**config.mk**
```make
export PLATFORM = sky130hd
export DESIGN_NAME = disp_fetch
export DESIGN_NICKNAME = d
export VERILOG_FILES = /design/src/rtl/disp_fetch.sv
export SDC_FILE = /design/constraint.sdc
export NUM_CORES = 1
export LEC_CHECK = 0
export ABC_AREA = 1
export CORE_ASPECT_RATIO = 1.1
export CORE_MARGIN = 2
export CORE_UTILIZATION = 40
export CTS_CLUSTER_DIAMETER = 80
export CTS_CLUSTER_SIZE = 12
export DETAILED_ROUTE_END_ITERATION = 8
export PLACE_DENSITY_LB_ADDON = 0.3
export REMOVE_ABC_BUFFERS = 1
export SYNTH_ARGS = -nofsm -noshare
export SYNTH_HDL_FRONTEND = slang
export SYNTH_SLANG_ARGS = --single-unit
export TNS_END_PERCENT = 30
```
**constraint.sdc**
```tcl
create_clock -name ACLK -period 4.8 [get_ports ACLK]
set_input_delay 1.2 -clock ACLK [delete_from_list [all_inputs] [get_ports ACLK]]
set_output_delay 1.2 -clock ACLK [all_outputs]
set_load 0.02 [all_outputs]
```
**src/rtl/disp_fetch.sv**
```systemverilog
// Frame-fetch DMA: on each panel VSYNC reads one frame from VRAM over AXI4
// and streams the beats into the display line FIFO, one burst in flight at a time.
//
// state   | meaning
// IDLE    | display disabled, nothing fetched
// WAIT_VS | enabled, waiting for the start of the next frame
// ADDR    | waiting for FIFO room, then presenting the burst address
// DATA    | accepting read beats of the current burst into the FIFO
module disp_fetch #(
    parameter int BURST_LEN    = 16,
    parameter int FRAME_BURSTS = 19200,
    parameter int FIFO_AW      = 10
) (
    input  logic               ACLK,
    input  logic               ARST,
    input  logic               DISPON,
    input  logic [28:0]        DISPADDR,
    input  logic               DSP_VSYNC_X,
    output logic [31:0]        ARADDR,
    output logic [7:0]         ARLEN,
    output logic [2:0]         ARSIZE,
    output logic [1:0]         ARBURST,
    output logic               ARVALID,
    input  logic               ARREADY,
    input  logic [31:0]        RDATA,
    input  logic               RLAST,
    input  logic               RVALID,
    output logic               RREADY,
    input  logic [1:0]         RRESP,
    output logic               FIFO_WR,
    output logic [31:0]        FIFO_WDATA,
    input  logic [FIFO_AW:0]   FIFO_FREE,
    output logic               FETCH_BUSY
);

    localparam logic [1:0] S_IDLE    = 2'd0;
    localparam logic [1:0] S_WAIT_VS = 2'd1;
    localparam logic [1:0] S_ADDR    = 2'd2;
    localparam logic [1:0] S_DATA    = 2'd3;

    localparam int CW = $clog2(FRAME_BURSTS + 1);
    localparam logic [CW-1:0]    LAST_CNT = CW'(FRAME_BURSTS - 1);
    localparam logic [FIFO_AW:0] FREE_MIN = (FIFO_AW + 1)'(BURST_LEN);

    logic [1:0]    state;
    logic          vs_meta;
    logic          vs_sync;
    logic          vs_hist;
    logic          vs_start;
    logic [CW-1:0] burst_cnt;
    logic          restart_pend;
    logic [31:0]   base_addr;
    logic [31:0]   next_addr;
    logic          beat;
    logic          last_beat;

    // RRESP is deliberately ignored and the low address bits are dropped by alignment.
    logic unused_bits;
    assign unused_bits = ^{RRESP, DISPADDR[5:0]};

    assign ARLEN   = 8'(BURST_LEN - 1);
    assign ARSIZE  = 3'b010;
    assign ARBURST = 2'b01;

    assign base_addr = {3'b000, DISPADDR[28:6], 6'b000000};
    assign next_addr = {3'b000, ARADDR[28:0] + 29'd64};
    assign beat      = RVALID && RREADY;
    assign last_beat = beat && RLAST;

    // Pin idles high, so the flops reset high to avoid a false frame start.
    always_ff @(posedge ACLK or posedge ARST) begin
        if (ARST) begin
            vs_meta <= 1'b1;
            vs_sync <= 1'b1;
            vs_hist <= 1'b1;
        end else begin
            vs_meta <= DSP_VSYNC_X;
            vs_sync <= vs_meta;
            vs_hist <= vs_sync;
        end
    end

    assign vs_start = vs_hist && !vs_sync;

    always_ff @(posedge ACLK or posedge ARST) begin
        if (ARST) begin
            FIFO_WR    <= 1'b0;
            FIFO_WDATA <= 32'd0;
        end else begin
            FIFO_WR <= beat;
            if (beat) begin
                FIFO_WDATA <= RDATA;
            end
        end
    end

    always_ff @(posedge ACLK or posedge ARST) begin
        if (ARST) begin
            state        <= S_IDLE;
            ARADDR       <= 32'd0;
            ARVALID      <= 1'b0;
            RREADY       <= 1'b0;
            FETCH_BUSY   <= 1'b0;
            burst_cnt    <= '0;
            restart_pend <= 1'b0;
        end else begin
            case (state)
                S_IDLE: begin
                    restart_pend <= 1'b0;
                    if (DISPON) begin
                        state <= S_WAIT_VS;
                    end
                end

                S_WAIT_VS: begin
                    if (!DISPON) begin
                        state <= S_IDLE;
                    end else if (vs_start) begin
                        ARADDR     <= base_addr;
                        burst_cnt  <= '0;
                        FETCH_BUSY <= 1'b1;
                        state      <= S_ADDR;
                    end
                end

                S_ADDR: begin
                    if (ARVALID) begin
                        // Address is committed; a late frame start can only be deferred.
                        if (vs_start) begin
                            restart_pend <= 1'b1;
                        end
                        if (ARREADY) begin
                            ARVALID <= 1'b0;
                            RREADY  <= 1'b1;
                            state   <= S_DATA;
                        end
                    end else if (!DISPON) begin
                        FETCH_BUSY   <= 1'b0;
                        restart_pend <= 1'b0;
                        state        <= S_IDLE;
                    end else if (vs_start) begin
                        ARADDR       <= base_addr;
                        burst_cnt    <= '0;
                        restart_pend <= 1'b0;
                    end else if (FIFO_FREE >= FREE_MIN) begin
                        ARVALID <= 1'b1;
                    end
                end

                S_DATA: begin
                    if (vs_start) begin
                        restart_pend <= 1'b1;
                    end
                    if (last_beat) begin
                        RREADY    <= 1'b0;
                        ARADDR    <= next_addr;
                        burst_cnt <= burst_cnt + CW'(1);
                        if (!DISPON) begin
                            FETCH_BUSY   <= 1'b0;
                            restart_pend <= 1'b0;
                            state        <= S_IDLE;
                        end else if (restart_pend || vs_start) begin
                            ARADDR       <= base_addr;
                            burst_cnt    <= '0;
                            restart_pend <= 1'b0;
                            state        <= S_ADDR;
                        end else if (burst_cnt == LAST_CNT) begin
                            FETCH_BUSY <= 1'b0;
                            state      <= S_WAIT_VS;
                        end else begin
                            state <= S_ADDR;
                        end
                    end
                end

                default: begin
                    state <= S_IDLE;
                end
            endcase
        end
    end

endmodule

```
==> results of run 1 <==
==> per-stage QoR <==
step | instance area [sq um] | total power, uW
floorplan | 4243 | 1990
global placement | 5744 | 2686
detailed placement | 5744 | 2711
CTS | 6051 | 3435
global route | 6051 | 3640
finish | 6051 | 3414
==> worst max-delay path, cell delays in order <==
cell and delay, ps:
clkdlybuf4s50_1 720, nand3_2 160, nand2_1 110, nand2_2 40
buf_4 240, nor2_4 290, inv_4 150, o21ai_0 140
a21boi_0 140
==> placed cells by master, fill, tap and decap left out, drive strengths merged, types with 3 or more instances in the layout <==
cell type / instances
xor2: 3
clkdlybuf4s50: 127
clkinv: 3
buf: 6
nand4: 9
conb: 22
nor2: 63
dfrtp: 77
nand2: 228
nand3b: 3
o21ai: 26
a21oi: 22
nor3: 9
inv: 51
clkbuf: 10
dfstp: 3
o211ai: 7
nand3: 33
==> state kept, by name, summed over array words and instances (netlist names) <==
signal,cells
burst_cnt,15
FIFO_WDATA,32
vs_meta,1
vs_sync,1
ARADDR,23
vs_hist,1
state,2
restart_pend,1
RREADY,1
ARVALID,1
FETCH_BUSY,1
FIFO_WR,1
==> Yosys cell counts, drive strengths merged, types with 2 or more instances <==
library cell and instances:
a21boi 2, a21oi 22, a31oi 2, buf 32, clkbuf 6, conb 2, dfrtp 77, dfstp 3
ha 2, inv 51, nand2 228, nand3 33, nand3b 3, nand4 9, nor2 63, nor3 9
o211ai 7, o21ai 26, o21bai 2, o22ai 2, or2 2, xor2 3
==> routing by layer <==
layer	vias up	wire length, um
met4	0	236
met5	-	0
met2	160	5509
li1	2096	-
met1	1914	4983
met3	19	888
==> area by class of cell <==
class / instances / area [sq um] / share of cell area
Multi-Input combinational cell: 444 / 2043 / 0.3377
Clock inverter: 6 / 67.56 / 0.01117
Inverter: 51 / 195.2 / 0.03226
Sequential cell: 80 / 2006 / 0.3315
Tap cell: 147 / 183.9 / 0.03040
Clock buffer: 10 / 239.0 / 0.03950
Timing Repair Buffer: 133 / 1316 / 0.2175
==> worst max-delay path by stage <==
stage | from | to | slack [ps] | cells past startpoint
floorplan | ARST | ARADDR[10] | 1550 | 1
global placement | DISPON | ARADDR[10] | 1440 | 9
detailed placement | DISPON | burst_cnt[6] | 1440 | 9
CTS | DISPON | burst_cnt[6] | 1800 | 9
global route | DISPON | burst_cnt[10] | 1640 | 11
finish | DISPON | burst_cnt[6] | 1790 | 9
==> kinds of logic after synthesis <==
| kind of cell | synth area share |
|---|---|
| other cells | 0.001693 |
| flops | 0.4522 |
| simple gates | 0.3292 |
| compound gates | 0.09929 |
| xor+xnor | 0.007900 |
| buf+inv | 0.1041 |
| fa+ha+maj | 0.005641 |
==> power groups by stage <==
stage / clock network [uW] / registers, uW / logic (uW)
final: 705 / 1140 / 1570
after global routing: 750 / 1170 / 1720
after CTS: 721 / 1140 / 1580
after detailed placement: 0 / 1140 / 1570
after global placement: 0 / 1130 / 1550
after floorplan: 0 / 1370 / 619
==> flow_metrics.tcl, run 1 <==
set metrics [dict create \
    min_period_over_period 0.6276 \
    maxCapViolations 0 \
    min_path_type "flop to flop" \
    drtIter0Drc 196 \
    rsz0062_at_grt "no" \
    via_per_inst 4.809 \
    fmax_ghz 0.3320 \
    synth_top_cell_by_area "dfrtp_1" \
    route.detailed.drc 0 \
    synth_edf_count 0 \
    crit_arrival_ps 3210 \
    tritoncts "yes" \
    gp_congestion 0.9157 \
    ys_types 48 \
    io_buffer_count 127 \
    core_area_sq_um 10860 \
    dieArea_sq_um 11950 \
    grt_use_total 0.2009 \
    cts_made_buffers 9 \
    cts_sinks 80 \
    areaGrowthSynthToFinish_pct 36.42 \
    worst_slack_ps 1788 \
    diodes 0 \
    ys_seq_area_frac 0.4522 \
    synth_top_area_share 0.4344 \
    r2r_start "vs_hist" \
    fin_tns_setup_ps 0 \
    ys_dominant_reg_cell "dfrtp_1" \
    setup_viol 0 \
    nNetsFinal 802 \
    post_cts_resized 0 \
    skew_ps 8.389 \
    peakVddDrop_v 0.0003090 \
    vias 4189 \
    start_kind "input port" \
    final_util 0.5571 \
    internal_power_uw 1996 \
    clock_latency_ps 340 \
    p_sw_uw 1418 \
    min_from "vs_meta" \
    die_w_um 104.4 \
    place_ws_ps 1444 \
    final_cells 871 \
    crit_path_end_kind "flop" \
    grt_max_degree 58 \
    synthArstFlopShare 1.000 \
    switching_share 0.4154 \
    min_to "vs_sync" \
    busiest_layer "met2" \
    min_period_ps 3012 \
    hold_buffers 0 \
    yosys_warnings 0 \
    fp-row-count 40 \
    post_cts_buffers 0 \
    htree_levels 3 \
    layout-drive-gt1-share 0.07320 \
    netlist_instances 593 \
    whs_ps 359.2 \
    reg2reg_to "burst_cnt[6]" \
    synthTopCellsByArea "dfrtp_1 (43%), nand2_1 (19%), nor2_1 (5.0%)" \
    p_comb_frac 0.459 \
    outcome "completed" \
    grt_remaining_overflow 0 \
    crit_path_max_fanout 29 \
    reg2reg_slack_ps 2540 \
    r2r_cells 10 \
    pwr-share-clk 0.206 \
    maxSlewViolCount 0 \
    clkSlewWorstSetupHoldPaths_ps 60 \
    cts-root-buf "clkbuf_16" \
    crit_type "input port to flop" \
    met3_usage 0.06033 \
    antenna_found_initial 0 \
    syn_area_per_cell_sq_um 7.480 \
    met1_usage 0.2376 \
    fillers 1022 \
    dpl.cell_count 855 \
    hpwl_um 8230 \
    critPathRequiredTime_ps 5000 \
    met2_usage 0.3434 \
    power_density_nw_per_um2 564.2 \
    slew_headroom 0.3168 \
    start_util 0.4084 \
    hold_depth 0 \
    die_h_um 114.4 \
    final_antenna_net_count 0 \
    p_leak_uw 0.002808 \
    io_pins 162 \
    worst_slew_pin_slew_ps 1025 \
    grt_pass1_wl_um 19330 \
    drt-pass1-iter-count 5 \
    drt-total-wl_um 11620 \
    ys_seq_elements 80 \
    power_frac_seq 0.334 \
    clock_path_buffers 2 \
    routedWlPerCell_um 13.34 \
    grt_pass1_vias 4194 \
    syn_area_sq_um 4436 \
    final_hold_viol_count 0 \
]
Note: power is estimated with default switching activity, not from simulation.
==> inputs of run 2 (changes only) <==
- clock period: 4.8 -> 2.85 ns (I/O delays scaled with it)
==> run 2 against run 1 <==
Hold slack lost 0.93 ps. First-iteration DRC count grew 16%. Largest cell class unchanged. Power grew 67%. Clock skew is essentially flat. Sequential power grew 68%. Largest power group unchanged. Cell count grew 0.46%. Sequential cell count is the same.
==> flow_metrics.tcl, run 2 (synthesis gave the netlist of run 1 again) <==
set metrics [dict create \
    outcome "completed" \
    crit_type "input port to flop" \
    grt_remaining_overflow 0 \
    power.total_uw 5714 \
    tritoncts "yes" \
    htree_levels 3 \
    start_kind "input port" \
    core_area_sq_um 10860 \
    seq_area_sq_um 2006 \
    gp_congestion 0.9307 \
    met2_usage 0.3381 \
    clock_path_buffers 2 \
    fin_tns_setup_ps 0 \
    antenna_found_initial 0 \
    diodes 0 \
    grt_pass1_wl_um 19100 \
    busiest_layer "met2" \
    areaGrowthSynthToFinish_pct 36.98 \
    crit_path_max_fanout 13 \
    layout_common_cells "nand2_1 (222), clkdlybuf4s50_1 (127), dfrtp_1 (77), nor2_1 (59), inv_1 (45)" \
    fmax_ghz 0.4286 \
    final_antenna_net_count 0 \
    fillers 998 \
    final_util 0.5594 \
    vias 4217 \
    crit_arrival_ps 2550 \
    hpwl_um 8284 \
    met1_usage 0.2268 \
    cts_sinks 80 \
    grt_pass1_vias 4227 \
    post_cts_buffers 0 \
    fp-row-count 40 \
    grt_max_degree 49 \
    final_hold_viol_count 0 \
    nNetsFinal 806 \
    start_util 0.4084 \
    peakVddDrop_v 0.0003971 \
    cts_made_buffers 9 \
    power_density_nw_per_um2 940.5 \
    cts-root-buf "clkbuf_16" \
    drt-pass1-iter-count 5 \
    routedWlPerCell_um 13.02 \
    maxCapViolations 0 \
    path_cells "clkdlybuf4s50_1 > a21oi_4 > nand2_2 > inv_1 > nand2_1 > o21ai_0 > nor2_1" \
    crit_path_end_kind "flop" \
    grt_use_total 0.1965 \
    largest_reg_flops 32 \
    min_path_type "flop to flop" \
    regMostFlops "FIFO_WDATA" \
    startpoint "DISPON" \
    r2r_start "vs_sync" \
    setup_viol 0 \
    drt-total-wl_um 11390 \
    worst_slack_ps 517.1 \
    place_ws_ps 172.7 \
    hold_buffers 0 \
    route.detailed.drc 0 \
    critPathRequiredTime_ps 3070 \
    reg_top3 "FIFO_WDATA x32, ARADDR x23, burst_cnt x15" \
    dieArea_sq_um 11950 \
    critPathSlowestCell "clkdlybuf4s50_1" \
    p_leak_uw 0.002826 \
    multi_input_area_sq_um 2043 \
    die_h_um 114.4 \
    met3_usage 0.06375 \
    critPathMaxStageDelay_ps 610 \
    drtIter0Drc 228 \
    rsz0062_at_grt "no" \
    io_pins 162 \
    clock_latency_ps 330 \
    final_common_cell "nand2_1" \
    maxSlewViolCount 0 \
    min_period_over_period 0.8186 \
    post_cts_resized 0 \
    clkSlewWorstSetupHoldPaths_ps 60 \
    min_period_ps 2333 \
    io_buffer_count 127 \
    min_from "vs_meta" \
    via_per_inst 4.819 \
    skew_ps 8.783 \
    die_w_um 104.4 \
    layout-drive-gt1-share 0.07692 \
]
run 2: cell count changes in the layout (fill, tap and decap cells not counted), sizes merged:
| cell | delta |
|---|---|
| buf | +4 |
| inv | -1 |
| clkinv | +1 |
run 2: critical path, delay by kind of cell:
| kind | cells | cell delay [ps] |
|---|---|---|
| buffers and inverters | 2 | 820 |
| AO/OA/AOI/OAI | 2 | 570 |
| AND/OR/NAND/NOR | 3 | 450 |
run 2: final cells by class:
cell class	count	share of cell area
clock inverter	6	0.009885
inverter	51	0.03213
multi-input combinational	444	0.3363
timing repair buffer	137	0.2236
tap	147	0.03027
sequential	80	0.3301
clock buffer	10	0.03769
run 2: final timing paths:
path / endpoint / slack, ps / depth (start not counted)
worst max-delay path: ARADDR[10] / 520 / 7
worst min-delay path: vs_sync / 360 / 0
worst max register to register: ARADDR[10] / 870 / 7
worst min register to register: vs_sync / 360 / 0
max in group asynchronous: vs_sync / 1470 / 3
min in group asynchronous: FIFO_WDATA[4] / 720 / 2
run 2: per-stage QoR:
step / instances / instance area, sq um / hold slack [ps]
4_1_cts: 875 / 6076 / 358.1
3_3_place_gp: 859 / 5787 / 347.8
2_1_floorplan: 575 / 4243 / 345.2
5_1_grt: 875 / 6076 / 361.7
3_5_place_dp: 859 / 5787 / 349.0
6_report: 875 / 6076 / 358.3
run 2: layer usage:
layer	vias up	share of wire
li1	2093	-
met1	1915	0.41
met4	0	0.028
met3	26	0.092
met5	-	0
met2	183	0.47
run 2: power by group:
group          internal [uW]  total [uW]  leakage (uW)  switching, uW
combinational           1150        2650       0.00170           1510
sequential              1530        1920      0.000989            389
clock                    674        1140      0.000138            465
total                   3350        5710       0.00283           2360
